[config.mk]
export PLATFORM = sky130hd
export DESIGN_NAME = uart_tx_ctrl_flat
export DESIGN_NICKNAME = d
export VERILOG_FILES = /design/src/rtl/uart_tx_ctrl_if.sv /design/src/rtl/uart_tx_ctrl.sv /design/src/flat_wrapper.sv
export SDC_FILE = /design/constraint.sdc
export NUM_CORES = 1
export LEC_CHECK = 0
export BUFFER_PORTS_ARGS = -buffer_cell sky130_fd_sc_hd__buf_2
export CORE_ASPECT_RATIO = 0.75
export CORE_MARGIN = 3
export CORE_UTILIZATION = 30
export CTS_CLUSTER_SIZE = 28
export DETAILED_ROUTE_END_ITERATION = 16
export PLACE_DENSITY = 0.45
export REMOVE_ABC_BUFFERS = 1
export SETUP_SLACK_MARGIN = 0.2
export SLEW_MARGIN = 20
export SYNTH_ARGS = -nofsm -noshare
export SYNTH_HDL_FRONTEND = slang
export SYNTH_SLANG_ARGS = --single-unit
[constraint.sdc]
create_clock -name CLK -period 1.97 [get_ports CLK]
set_input_delay 0.197 -clock CLK [delete_from_list [all_inputs] [get_ports CLK]]
set_output_delay 0.197 -clock CLK [all_outputs]
set_load 0.01 [all_outputs]
[src/rtl/uart_tx_ctrl_if.sv]
// uart_tx_ctrl_if
//  Handshake/bus bundle between a payload requester and the UART TX frame
//  sequencer (uart_tx_ctrl).
//  Signals:
//    P_DATA      requester -> sequencer  parallel payload word
//    DATA_VALID  requester -> sequencer  payload valid request (level)
//    PAR_EN      requester -> sequencer  1 = insert parity bit
//    PAR_TYP     requester -> sequencer  0 = even, 1 = odd parity
//    mux_sel     sequencer -> mux        0=start 1=stop 2=ser_data 3=par_bit
//    ser_data    sequencer -> mux        current payload bit
//    par_bit     sequencer -> mux        latched parity bit
//    busy        sequencer -> requester  frame in progress
//    frame_done  sequencer -> requester  1-cycle pulse in the STOP cycle
//  Modports: master = requester side, slave = sequencer side.
interface uart_tx_ctrl_if #(
  parameter int DATA_WIDTH = 8
);
  logic [DATA_WIDTH-1:0] P_DATA;
  logic                  DATA_VALID;
  logic                  PAR_EN;
  logic                  PAR_TYP;
  logic [1:0]            mux_sel;
  logic                  ser_data;
  logic                  par_bit;
  logic                  busy;
  logic                  frame_done;

  modport master (
    output P_DATA, DATA_VALID, PAR_EN, PAR_TYP,
    input  mux_sel, ser_data, par_bit, busy, frame_done
  );

  modport slave (
    input  P_DATA, DATA_VALID, PAR_EN, PAR_TYP,
    output mux_sel, ser_data, par_bit, busy, frame_done
  );
endinterface

[src/rtl/uart_tx_ctrl.sv]
// uart_tx_ctrl
//  Frame sequencer for the UART transmitter output mux. Accepts a parallel
//  word from IDLE on DATA_VALID, latches it with its parity settings, then
//  walks the mux through start, data bits (LSB first), optional parity and
//  stop, one bit per CLK.
//  Ports:
//    CLK  in  TX bit clock
//    RST  in  asynchronous reset, active-low
//    bus  uart_tx_ctrl_if.slave (payload handshake in, mux control out)
//  Parameters:
//    DATA_WIDTH  payload bits per frame (>= 2)
module uart_tx_ctrl #(
  parameter int DATA_WIDTH = 8
) (
  input  logic               CLK,
  input  logic               RST,
  uart_tx_ctrl_if.slave      bus
);

  localparam int CNT_W = $clog2(DATA_WIDTH);
  localparam logic [CNT_W-1:0] LAST_BIT = CNT_W'(DATA_WIDTH - 1);

  localparam logic [1:0] MUX_START  = 2'd0;
  localparam logic [1:0] MUX_STOP   = 2'd1;
  localparam logic [1:0] MUX_DATA   = 2'd2;
  localparam logic [1:0] MUX_PARITY = 2'd3;

  typedef enum logic [2:0] {
    S_IDLE,
    S_START,
    S_DATA,
    S_PARITY,
    S_STOP
  } state_t;

  state_t                 state_reg;
  logic [DATA_WIDTH-1:0]  shift_reg;
  logic [CNT_W-1:0]       bit_cnt_reg;
  logic                   par_bit_reg;
  logic                   par_en_q_reg;
  logic [1:0]             mux_sel_reg;
  logic                   busy_reg;
  logic                   frame_done_reg;

  // Decoded outputs are loaded together with the state they belong to, so
  // they always match the registered state without a decode stage.
  always_ff @(posedge CLK or negedge RST) begin
    if (!RST) begin
      state_reg      <= S_IDLE;
      shift_reg      <= '0;
      bit_cnt_reg    <= '0;
      par_bit_reg    <= 1'b0;
      par_en_q_reg   <= 1'b0;
      mux_sel_reg    <= MUX_STOP;
      busy_reg       <= 1'b0;
      frame_done_reg <= 1'b0;
    end else begin
      case (state_reg)
        S_IDLE: begin
          // Level sensitive: a request still held here is taken again.
          if (bus.DATA_VALID) begin
            shift_reg      <= bus.P_DATA;
            par_en_q_reg   <= bus.PAR_EN;
            par_bit_reg    <= (^bus.P_DATA) ^ bus.PAR_TYP;
            bit_cnt_reg    <= '0;
            state_reg      <= S_START;
            mux_sel_reg    <= MUX_START;
            busy_reg       <= 1'b1;
            frame_done_reg <= 1'b0;
          end
        end

        S_START: begin
          state_reg   <= S_DATA;
          mux_sel_reg <= MUX_DATA;
        end

        S_DATA: begin
          shift_reg <= {1'b0, shift_reg[DATA_WIDTH-1:1]};
          if (bit_cnt_reg == LAST_BIT) begin
            // Counter holds at the last index instead of wrapping.
            if (par_en_q_reg) begin
              state_reg   <= S_PARITY;
              mux_sel_reg <= MUX_PARITY;
            end else begin
              state_reg      <= S_STOP;
              mux_sel_reg    <= MUX_STOP;
              frame_done_reg <= 1'b1;
            end
          end else begin
            bit_cnt_reg <= bit_cnt_reg + CNT_W'(1);
          end
        end

        S_PARITY: begin
          state_reg      <= S_STOP;
          mux_sel_reg    <= MUX_STOP;
          frame_done_reg <= 1'b1;
        end

        S_STOP: begin
          // The IDLE cycle after STOP is mandatory before the next accept.
          state_reg      <= S_IDLE;
          mux_sel_reg    <= MUX_STOP;
          busy_reg       <= 1'b0;
          frame_done_reg <= 1'b0;
        end

        default: begin
          state_reg      <= S_IDLE;
          mux_sel_reg    <= MUX_STOP;
          busy_reg       <= 1'b0;
          frame_done_reg <= 1'b0;
        end
      endcase
    end
  end

  assign bus.mux_sel    = mux_sel_reg;
  assign bus.ser_data   = shift_reg[0];
  assign bus.par_bit    = par_bit_reg;
  assign bus.busy       = busy_reg;
  assign bus.frame_done = frame_done_reg;

endmodule

[src/flat_wrapper.sv]
// flat-port wrapper written by rule: the top's interface ports become plain ports
module uart_tx_ctrl_flat 
#(
  parameter int DATA_WIDTH = 8
)
  (CLK, RST, bus_P_DATA, bus_DATA_VALID, bus_PAR_EN, bus_PAR_TYP, bus_mux_sel, bus_ser_data, bus_par_bit, bus_busy, bus_frame_done);
  uart_tx_ctrl_if #(.DATA_WIDTH(DATA_WIDTH)) bus_i ();
  input  logic CLK;
  input  logic RST;
  input wire logic [$bits(bus_i.P_DATA)-1:0] bus_P_DATA;
  input wire logic [$bits(bus_i.DATA_VALID)-1:0] bus_DATA_VALID;
  input wire logic [$bits(bus_i.PAR_EN)-1:0] bus_PAR_EN;
  input wire logic [$bits(bus_i.PAR_TYP)-1:0] bus_PAR_TYP;
  output wire logic [$bits(bus_i.mux_sel)-1:0] bus_mux_sel;
  output wire logic [$bits(bus_i.ser_data)-1:0] bus_ser_data;
  output wire logic [$bits(bus_i.par_bit)-1:0] bus_par_bit;
  output wire logic [$bits(bus_i.busy)-1:0] bus_busy;
  output wire logic [$bits(bus_i.frame_done)-1:0] bus_frame_done;
  assign bus_i.P_DATA = bus_P_DATA;
  assign bus_i.DATA_VALID = bus_DATA_VALID;
  assign bus_i.PAR_EN = bus_PAR_EN;
  assign bus_i.PAR_TYP = bus_PAR_TYP;
  assign bus_mux_sel = bus_i.mux_sel;
  assign bus_ser_data = bus_i.ser_data;
  assign bus_par_bit = bus_i.par_bit;
  assign bus_busy = bus_i.busy;
  assign bus_frame_done = bus_i.frame_done;
  uart_tx_ctrl #(.DATA_WIDTH(DATA_WIDTH)) u_core (.CLK(CLK), .RST(RST), .bus(bus_i));
endmodule
==> metrics.csv <==
metric;value;unit
rsz0062_at_grt;no;
drive_gt1_frac;0.2564;
vias;704;
cts.reportedPaths.clkPinSlew;70;ps
p_per_area;1531;mW/mm2
worst_slew_pin_slew;461.8;ps
worstSetupPathType;register to register;
stdcell_count;155;
synth_area_leaders;dfrtp_1 47%, nand2_1 7.9%, a22oi_1 5.2%, xnor2_1 3.5%, mux2i_1 3.0%;
timing.slew.headroom;0.6922;
gp_congestion;0.7894;
yosysTopAreaCell;dfrtp_1;
clock_latency;250;ps
ant_nets;0;
drt_pass1_iterations;3;
combPwrFrac;0.420;
cts_root_buf;clkbuf_8;
syn_area;0.001003;mm2
fin_tns_setup;0;ps
syn_inst;97;
synth_flop_cell;dfrtp_1;
maxSlewViolCount;0;
p_seq_frac;0.411;
irDropWorstVdd;0.0004293;V
ys_seq_elements;20;
dpl.hpwl;1495;um
ctsResizeCount;0;
dieArea;0.004082;mm2
hp-class;input port to register;
antenna_found_initial;0;
vias_per_cell;4.542;
synth_edf_count;0;
n_antenna_cell;0;
cp.required;2140;ps
wl_per_cell;12.64;um
crit_path_start;u_core.bit_cnt_reg[0];
cts_made_buffers;3;
period_minus_slack;1519;ps
final_area;0.001187;mm2
clk_path_buf_depth;2;
cts_sinks;20;
finClkSkew;0.9285;ps
synth_cell_types;31;
max_freq;0.6582;GHz
grt_pass1_wl;3291;um
core;0.003063;mm2
reg2reg_from;u_core.bit_cnt_reg[0];
synth_most_common_cell;nand2_1;
crit_fanout;4;
dpl_cell_area;0.001122;mm2
drtIter0Drc;56;
utilization;0.3877;
cts_hold_buf;1;
drv_cap;0;
seq_area_frac_synth;0.5000;
synth_top_area_frac;0.4738;
drc;0;
layout.nets;133;
ys_async_sr_fraction;1.000;
syn_to_final_growth;18.33;%
p_sw;0.0006862;W
wl;1959;um
outcome;complete, no violations;
cts_tree;done;
grt_overflow;0;
postSynthAreaPerCell;10.34;um2
yosys_warnings;0;
fp-row-count;17;
die_x;72.78;um
holdWs;144.1;ps
cts_setup_buffers;0;
worstSetupStartpointType;register;
clockPowerShare;0.169;
p_int;0.001131;W
grtUsageTotal;0.1064;
die-height;56.09;um
placed_cells;150;
io_pins;19;
start_util;0.3276;
switching_share;0.3775;
h-tree-depth;1;
hold_start;bus_PAR_EN;
grt_pass1_vias;662;
fin_crit_sh;0.7713;
finalHoldViolCount;0;
grt_max_degree;21;
synthTopCellsByCount;21 x nand2_1, 19 x dfrtp_1, 7 x a22oi_1;
p_leak;0.5774;nW
cp.arrival;1690;ps
setup_violations;0;
io_buffers;18;
largest_reg_flops;8;
cp-end-kind;register;
## layer usage
metal  vias to the layer above  share of wire  GRT usage
met4                         0         0.0061    0.02368
met1                       322           0.56     0.1681
li1                        369              -          -
met2                        11           0.39     0.1298
met5                         -              0          0
met3                         2          0.042    0.04332
## cell families (layout without fill, tap and decap cells)
| group | after synthesis | after routing | synth area share |
|---|---|---|---|
| compound gates | 20 | 20 | 0.1284 |
| flops | 20 | 20 | 0.5000 |
| simple gates | 36 | 36 | 0.1933 |
| buf+inv | 9 | 29 | 0.04862 |
| mux | 3 | 3 | 0.02993 |
| fa+ha+maj | 2 | 2 | 0.02493 |
| xor+xnor | 7 | 7 | 0.07481 |
## through the flow
stage | setup WS (ps) | total power [W]
2_1_floorplan | 323.2 | 0.001267
3_3_place_gp | 471.8 | 0.001517
3_5_place_dp | 481.3 | 0.001519
4_1_cts | 458.3 | 0.001842
5_1_grt | 340.4 | 0.001969
6_report | 450.6 | 0.001818
## power by group through the flow
stage	clock, W	combinational [W]	sequential [W]
after floorplan	0	0.000492	0.000776
after global placement	0	0.000766	0.000750
after detailed placement	0	0.000768	0.000751
after CTS	0.000326	0.000771	0.000745
after global routing	0.000342	0.000858	0.000769
final	0.000307	0.000763	0.000748
## area by class of cell
cell class	instances	area, um2
clock buffer	4	55.05
timing repair buffer	21	115.1
fill	330	1876
sequential	20	501.7
tap	38	47.55
multi-input combinational	68	452.9
inverter	4	15.01
## worst max-delay path, cell delays in order, from the launching register on
cell	delay, ps
dfrtp_1	400
ha_1	210
ha_1	230
a21oi_1	340
mux2i_1	130
nor2_1	150
## cells in the final DEF (no fill, tap or decap), types with 2 or more instances in the layout
cell type  netlist  layout
a21oi_1          3       3
a22oi_1          7       7
buf_2            3      18
buf_4            1       2
clkbuf_8         0       4
dfrtp_1         19      19
ha_1             2       2
inv_1            4       4
mux2i_1          3       3
nand2_1         21      21
nor2_1           3       3
nor3_1           3       3
o21ai_1          5       5
xnor2_1          4       4
xor2_1           2       2
## worst paths after layout
path / endpoint / slack (ps) / cells after the start
min in group asynchronous: u_core.shift_reg[0] / 420 / 2
worst min register to register: u_core.bus.par_bit / 480 / 2
max in group asynchronous: u_core.bus.mux_sel[0] / 1210 / 2
worst max-delay path: u_core.state_reg[1] / 450 / 5
worst max register to register: u_core.state_reg[1] / 450 / 5
worst min-delay path: u_core.par_en_q_reg / 140 / 3
Power figures use the tool's default switching activity.
